--- config.mk ---
export PLATFORM = sky130hd
export DESIGN_NAME = vend_multi_flat
export DESIGN_NICKNAME = d
export VERILOG_FILES = /design/src/rtl/vend_multi_if.sv /design/src/rtl/vend_multi.sv /design/src/flat_wrapper.sv
export SDC_FILE = /design/constraint.sdc
export NUM_CORES = 1
export LEC_CHECK = 0
export BUFFER_PORTS_ARGS = -buffer_cell sky130_fd_sc_hd__buf_2
export CORE_AREA = 2 2 63 65
export DETAILED_ROUTE_END_ITERATION = 12
export DIE_AREA = 0 0 65 67
export GPL_ROUTABILITY_DRIVEN = 1
export PLACE_DENSITY = 0.82
export RECOVER_POWER = 25
export SYNTH_ARGS = -nofsm -noshare
export SYNTH_HDL_FRONTEND = slang
export SYNTH_SLANG_ARGS = --single-unit
--- constraint.sdc ---
create_clock -name clk -period 4.8 [get_ports clk]
set_input_delay 0.72 -clock clk [delete_from_list [all_inputs] [get_ports clk]]
set_output_delay 0.72 -clock clk [all_outputs]
set_load 0.01 [all_outputs]
--- src/rtl/vend_multi_if.sv ---
// Coin-side and dispenser-side signals of the vending controller.
// The controller uses the slave modport; the coin acceptor/test side uses the master modport.
interface vend_multi_if #(
   parameter int CREDIT_W = 8,
   parameter int CNT_W    = 16
) ();
   logic [1:0]          in;
   logic                cancel;
   logic                out;
   logic [1:0]          change;
   logic                coin_rej;
   logic                busy;
   logic [CREDIT_W-1:0] credit;
   logic [CNT_W-1:0]    sales_cnt;

   modport master (
      output in, cancel,
      input  out, change, coin_rej, busy, credit, sales_cnt
   );

   modport slave (
      input  in, cancel,
      output out, change, coin_rej, busy, credit, sales_cnt
   );
endinterface

--- src/rtl/vend_multi.sv ---
// Vending controller with programmable price, 20tk/10tk change payout, cancel/refund,
// coin rejection while busy and a wrapping sales counter. All outputs are registered.
module vend_multi #(
   parameter int CREDIT_W  = 8,
   parameter int PRICE     = 6,
   parameter int COIN1_VAL = 1,
   parameter int COIN2_VAL = 5,
   parameter int COIN3_VAL = 6,
   parameter int CHG20_EN  = 1,
   parameter int CNT_W     = 16
) (
   input logic          clk,
   input logic          res,
   vend_multi_if.slave  bus
);
   typedef enum logic [1:0] {
      S_IDLE    = 2'd0,
      S_COLLECT = 2'd1,
      S_VEND    = 2'd2,
      S_CHANGE  = 2'd3
   } state_t;

   localparam logic [CREDIT_W:0]   MAX_CREDIT = {1'b0, {CREDIT_W{1'b1}}};
   localparam logic [CREDIT_W:0]   PRICE_X    = (CREDIT_W+1)'(PRICE);
   localparam logic [CREDIT_W-1:0] PRICE_W    = CREDIT_W'(PRICE);
   localparam logic [CREDIT_W:0]   C1         = (CREDIT_W+1)'(COIN1_VAL);
   localparam logic [CREDIT_W:0]   C2         = (CREDIT_W+1)'(COIN2_VAL);
   localparam logic [CREDIT_W:0]   C3         = (CREDIT_W+1)'(COIN3_VAL);

   state_t              r_state, w_state_next;
   logic [CREDIT_W-1:0] r_credit, w_credit_next;
   logic [CNT_W-1:0]    r_sales, w_sales_next;
   logic                r_out, w_out_next;
   logic [1:0]          r_change, w_change_next;
   logic                r_coin_rej, w_rej_next;
   logic                r_busy, w_busy_next;

   logic [CREDIT_W:0]   w_coin_val;
   logic [CREDIT_W:0]   w_nc;
   logic                w_coin;
   logic                w_pay20;
   logic [CREDIT_W-1:0] w_pay_amt;
   logic [1:0]          w_pay_code;

   assign w_coin     = (bus.in != 2'b00);
   assign w_coin_val = (bus.in == 2'b01) ? C1 :
                       (bus.in == 2'b10) ? C2 :
                       (bus.in == 2'b11) ? C3 : '0;
   // One bit of headroom so an overflowing coin can be detected and rejected.
   assign w_nc       = {1'b0, r_credit} + w_coin_val;
   assign w_pay20    = (CHG20_EN != 0) && (r_credit >= CREDIT_W'(2));
   assign w_pay_amt  = w_pay20 ? CREDIT_W'(2) : CREDIT_W'(1);
   assign w_pay_code = w_pay20 ? 2'b10 : 2'b01;

   // Every entry into CHANGE already emits its first pulse, so change is high only in CHANGE.
   always_comb begin
      w_state_next  = r_state;
      w_credit_next = r_credit;
      w_sales_next  = r_sales;
      w_out_next    = 1'b0;
      w_change_next = 2'b00;
      w_rej_next    = 1'b0;
      case (r_state)
         S_IDLE, S_COLLECT: begin
            if (r_state == S_COLLECT && bus.cancel) begin
               w_state_next  = S_CHANGE;
               w_change_next = w_pay_code;
               w_credit_next = r_credit - w_pay_amt;
               w_rej_next    = w_coin;
            end else if (w_coin) begin
               if (w_nc > MAX_CREDIT) begin
                  w_rej_next = 1'b1;
               end else if (w_nc >= PRICE_X) begin
                  w_state_next  = S_VEND;
                  w_credit_next = w_nc[CREDIT_W-1:0] - PRICE_W;
                  w_out_next    = 1'b1;
                  w_sales_next  = r_sales + CNT_W'(1);
               end else begin
                  w_state_next  = S_COLLECT;
                  w_credit_next = w_nc[CREDIT_W-1:0];
               end
            end
         end
         S_VEND, S_CHANGE: begin
            w_rej_next = w_coin;
            if (r_credit == '0) begin
               w_state_next = S_IDLE;
            end else begin
               w_state_next  = S_CHANGE;
               w_change_next = w_pay_code;
               w_credit_next = r_credit - w_pay_amt;
            end
         end
         default: w_state_next = S_IDLE;
      endcase
      w_busy_next = (w_state_next == S_VEND) || (w_state_next == S_CHANGE);
   end

   always_ff @(posedge clk or negedge res) begin
      if (!res) begin
         r_state    <= S_IDLE;
         r_credit   <= '0;
         r_sales    <= '0;
         r_out      <= 1'b0;
         r_change   <= 2'b00;
         r_coin_rej <= 1'b0;
         r_busy     <= 1'b0;
      end else begin
         r_state    <= w_state_next;
         r_credit   <= w_credit_next;
         r_sales    <= w_sales_next;
         r_out      <= w_out_next;
         r_change   <= w_change_next;
         r_coin_rej <= w_rej_next;
         r_busy     <= w_busy_next;
      end
   end

   assign bus.out       = r_out;
   assign bus.change    = r_change;
   assign bus.coin_rej  = r_coin_rej;
   assign bus.busy      = r_busy;
   assign bus.credit    = r_credit;
   assign bus.sales_cnt = r_sales;
endmodule
--- src/flat_wrapper.sv ---
// flat-port wrapper written by rule: the top's interface ports become plain ports
module vend_multi_flat 
#(
   parameter int CREDIT_W  = 8,
   parameter int PRICE     = 6,
   parameter int COIN1_VAL = 1,
   parameter int COIN2_VAL = 5,
   parameter int COIN3_VAL = 6,
   parameter int CHG20_EN  = 1,
   parameter int CNT_W     = 16
)
  (clk, res, bus_in, bus_cancel, bus_out, bus_change, bus_coin_rej, bus_busy, bus_credit, bus_sales_cnt);
  vend_multi_if #(.CREDIT_W(CREDIT_W), .CNT_W(CNT_W)) bus_i ();
  input logic clk;
  input logic res;
  input wire logic [$bits(bus_i.in)-1:0] bus_in;
  input wire logic [$bits(bus_i.cancel)-1:0] bus_cancel;
  output wire logic [$bits(bus_i.out)-1:0] bus_out;
  output wire logic [$bits(bus_i.change)-1:0] bus_change;
  output wire logic [$bits(bus_i.coin_rej)-1:0] bus_coin_rej;
  output wire logic [$bits(bus_i.busy)-1:0] bus_busy;
  output wire logic [$bits(bus_i.credit)-1:0] bus_credit;
  output wire logic [$bits(bus_i.sales_cnt)-1:0] bus_sales_cnt;
  assign bus_i.in = bus_in;
  assign bus_i.cancel = bus_cancel;
  assign bus_out = bus_i.out;
  assign bus_change = bus_i.change;
  assign bus_coin_rej = bus_i.coin_rej;
  assign bus_busy = bus_i.busy;
  assign bus_credit = bus_i.credit;
  assign bus_sales_cnt = bus_i.sales_cnt;
  vend_multi #(.CREDIT_W(CREDIT_W), .PRICE(PRICE), .COIN1_VAL(COIN1_VAL), .COIN2_VAL(COIN2_VAL), .COIN3_VAL(COIN3_VAL), .CHG20_EN(CHG20_EN), .CNT_W(CNT_W)) u_core (.clk(clk), .res(res), .bus(bus_i));
endmodule
==> metrics <==
Syn. warnings=0; drt drc=0; share of layout cells above drive strength 1=0.225; die width=65 um; CTS tree=done; vias=1815; crit path capture type=register; DRT iter0 DRCs=101; Peak Freq=0.261 GHz; P_sw=0.605 mW; CTS sink cnt=31; die area=0.00436 sq mm; Placer Congestion=0.888; CTS max path bufs=2; Static Leak=0.995 nW; failing checks=capacitance limit, slew limit; Worst slew margin=-0.0291; Area growth syn-to-layout=12.7%; critical path startpoint category=input pin; post-CTS setup buffer count=0; reg2reg start=u_core.bus.credit[0]; largest net degree at the start of global routing=32; outcome=finished, violations left; post-synthesis net count=242; DR vias/cell=5.93; Yosys top cell area share=0.363; worst hold path type=reg -> reg; most frequent cells after synthesis=31 x dfrtp_1, 20 x nor2_1, 14 x a21oi_1, 14 x xnor2_1, 12 x nand3_1; Post-Syn Instances=about 230; Netlist Area Pre-Place=roughly 0.0021 sq mm; Internal=between 0.7 and 0.8 mW; Seq/Total Area, Yosys=0.363; Power per Cell Area=547 mW/mm^2; CP arrival=3.99 ns; drt pass-1 iters=4; hold_sp=u_core.bus.sales_cnt[15]; number of library cell types mapped by synthesis=55; Overflow after GRT=0; clk_lat worst skew=roughly 0.27 ns; Core ar.=0.00361 sq mm; drt total wl=between 4 and 5 mm; sw frac=0.459; max-cap violation count=1; worst vdd ir=0.346 mV; row count=22; Setup Skew=0.00278 ns; reg2reg setup slack=1.38 ns; Inserted Diodes=0; Synth area leader=dfrtp_1; first-pass GRT wire length=around 8 mm; Gate power share=0.523; ANT nets after route=0; GRT Resource Usage Total=0.238; # port buffers=33; Die Ht=roughly 67 um; FF+latch count, synth=31; PostCTS Resize Cnt=0; clk slew on worst S/H paths=0.06 ns; minimum clock period=about 3.8 ns; Worst-Margin Slew=around 1.5 ns; register share of total power=0.326; Hold Path End=u_core.bus.sales_cnt[15]; Worst Path Required=4.96 ns; average cell area after synthesis=between 9 and 10 sq um; vias in the first global route=1750; # nets final=274; Worst Path Max Fanout=11; TritonCTS Buffers=5; Ports=34; initial antenna violation count=0; Final setup viols=0; Critical R2R Capture=u_core.bus.sales_cnt[7]; final period utilization=0.799; count leader, synth=dfrtp_1; hold_buf cts=0; RSZ-0062 raised after global routing=false; main flop type after synthesis=dfrtp_1; ranking of synthesized cells by area=dfrtp_1 36%, xnor2_1 5.7%, ha_1 5.3%; Post-synth EDFFs=0; CTS HTree Levels=2; clock share of power=0.150; placed wire-length estimate=around 3.6 mm; post-layout util=0.668; Setup TNS=0 ns; Async SR Flop Fraction=1.00; Worst Hold Depth=1; Fin. Hold Viols=0; CP Class=in -> reg; clock root buffer=clkbuf_8; Slew Limit Fails=32; worst reg2reg path depth=12; # fillers=307; Initial Util=0.592; Wirelength per Cell=about 16 um
[kinds of logic (layout without fill, tap and decap cells)]
kind of cell             Yosys count  after routing  share of synthesized area
multiplexers                       1              1                    0.00527
adder cells (fa/ha/maj)           11             11                     0.0715
buffers and inverters             21             53                     0.0451
flip-flops                        31             31                      0.363
AND/OR/NAND/NOR                   85             85                      0.240
XOR/XNOR                          23             23                     0.0943
AO/OA/AOI/OAI                     54             54                      0.181
[worst max-delay path: stages]
cell      delay, ns
buf_2          0.10
inv_1          0.04
ha_1           0.28
ha_1           0.26
fa_1           0.49
xnor2_1        0.30
inv_1          0.14
ha_1           0.23
nand4_1        0.09
a21oi_1        0.08
a311oi_2       0.41
nand3_1        0.13
buf_4          0.20
or3_1          0.39
xnor2_1        0.13
[cell usage in the layout (no fill, tap or decap), types with 9 or more instances in the layout]
cell,count
nor2_1,20
buf_2,32
xnor2_1,14
nand2_1,11
xor2_1,9
ha_1,9
nand3_1,12
inv_1,11
dfrtp_1,31
a21oi_1,14
[sequential cells by signal, indices dropped and copies added (netlist names)]
| name | count |
|---|---|
| u_core.r_state | 2 |
| u_core.bus.credit | 8 |
| u_core.bus.out | 1 |
| u_core.bus.coin_rej | 1 |
| u_core.bus.busy | 1 |
| u_core.bus.change | 2 |
| u_core.bus.sales_cnt | 16 |
[cell type report]
class	count	area, sq um	share of cell area
timing repair buffer	35	179	0.0743
multi-input combinational	174	1260	0.525
sequential	31	776	0.322
tap	48	60.1	0.0249
inverter	11	41.3	0.0172
clock inverter	1	5.00	0.00208
clock buffer	6	82.6	0.0343
[power by group through the flow]
stage | logic, mW | clock network [mW] | registers, mW
after CTS | 0.685 | 0.202 | 0.427
after global routing | 0.762 | 0.216 | 0.442
final | 0.689 | 0.198 | 0.430
after global placement | 0.662 | 0 | 0.428
after floorplan | 0.543 | 0 | 0.396
after detailed placement | 0.679 | 0 | 0.431
[worst max-delay path by stage]
stage / startpoint / to / slack [ns] / cells past startpoint
after floorplan: bus_in[0] / u_core.bus.sales_cnt[9] / 1.16 / 13
after CTS: bus_in[0] / u_core.bus.sales_cnt[7] / 0.99 / 15
after detailed placement: bus_in[0] / u_core.bus.sales_cnt[7] / 0.70 / 15
final: bus_in[0] / u_core.bus.sales_cnt[7] / 0.97 / 15
after global placement: bus_in[0] / u_core.bus.sales_cnt[7] / 0.81 / 15
after global routing: bus_in[1] / u_core.bus.sales_cnt[7] / 0.71 / 15
[through the flow]
stage	worst slack, ns	cell area, sq um	std cells	power, mW	hold WS, ns
finish	0.967	2410	306	1.32	0.495
global placement	0.811	2320	299	1.09	0.454
detailed placement	0.699	2320	299	1.11	0.483
global route	0.710	2410	306	1.42	0.499
floorplan	1.16	2140	226	0.939	0.424
CTS	0.993	2410	306	1.31	0.491
[routing by layer]
layer,share of wire,global-route usage,wire length (um),vias to the layer above
li1,-,-,-,883
met1,0.44,0.297,2070,865
met2,0.50,0.401,2360,57
met3,0.050,0.0422,240,10
met4,0.017,0.112,82,0
met5,0,0,0,-
(Power assumes the default switching activity.)
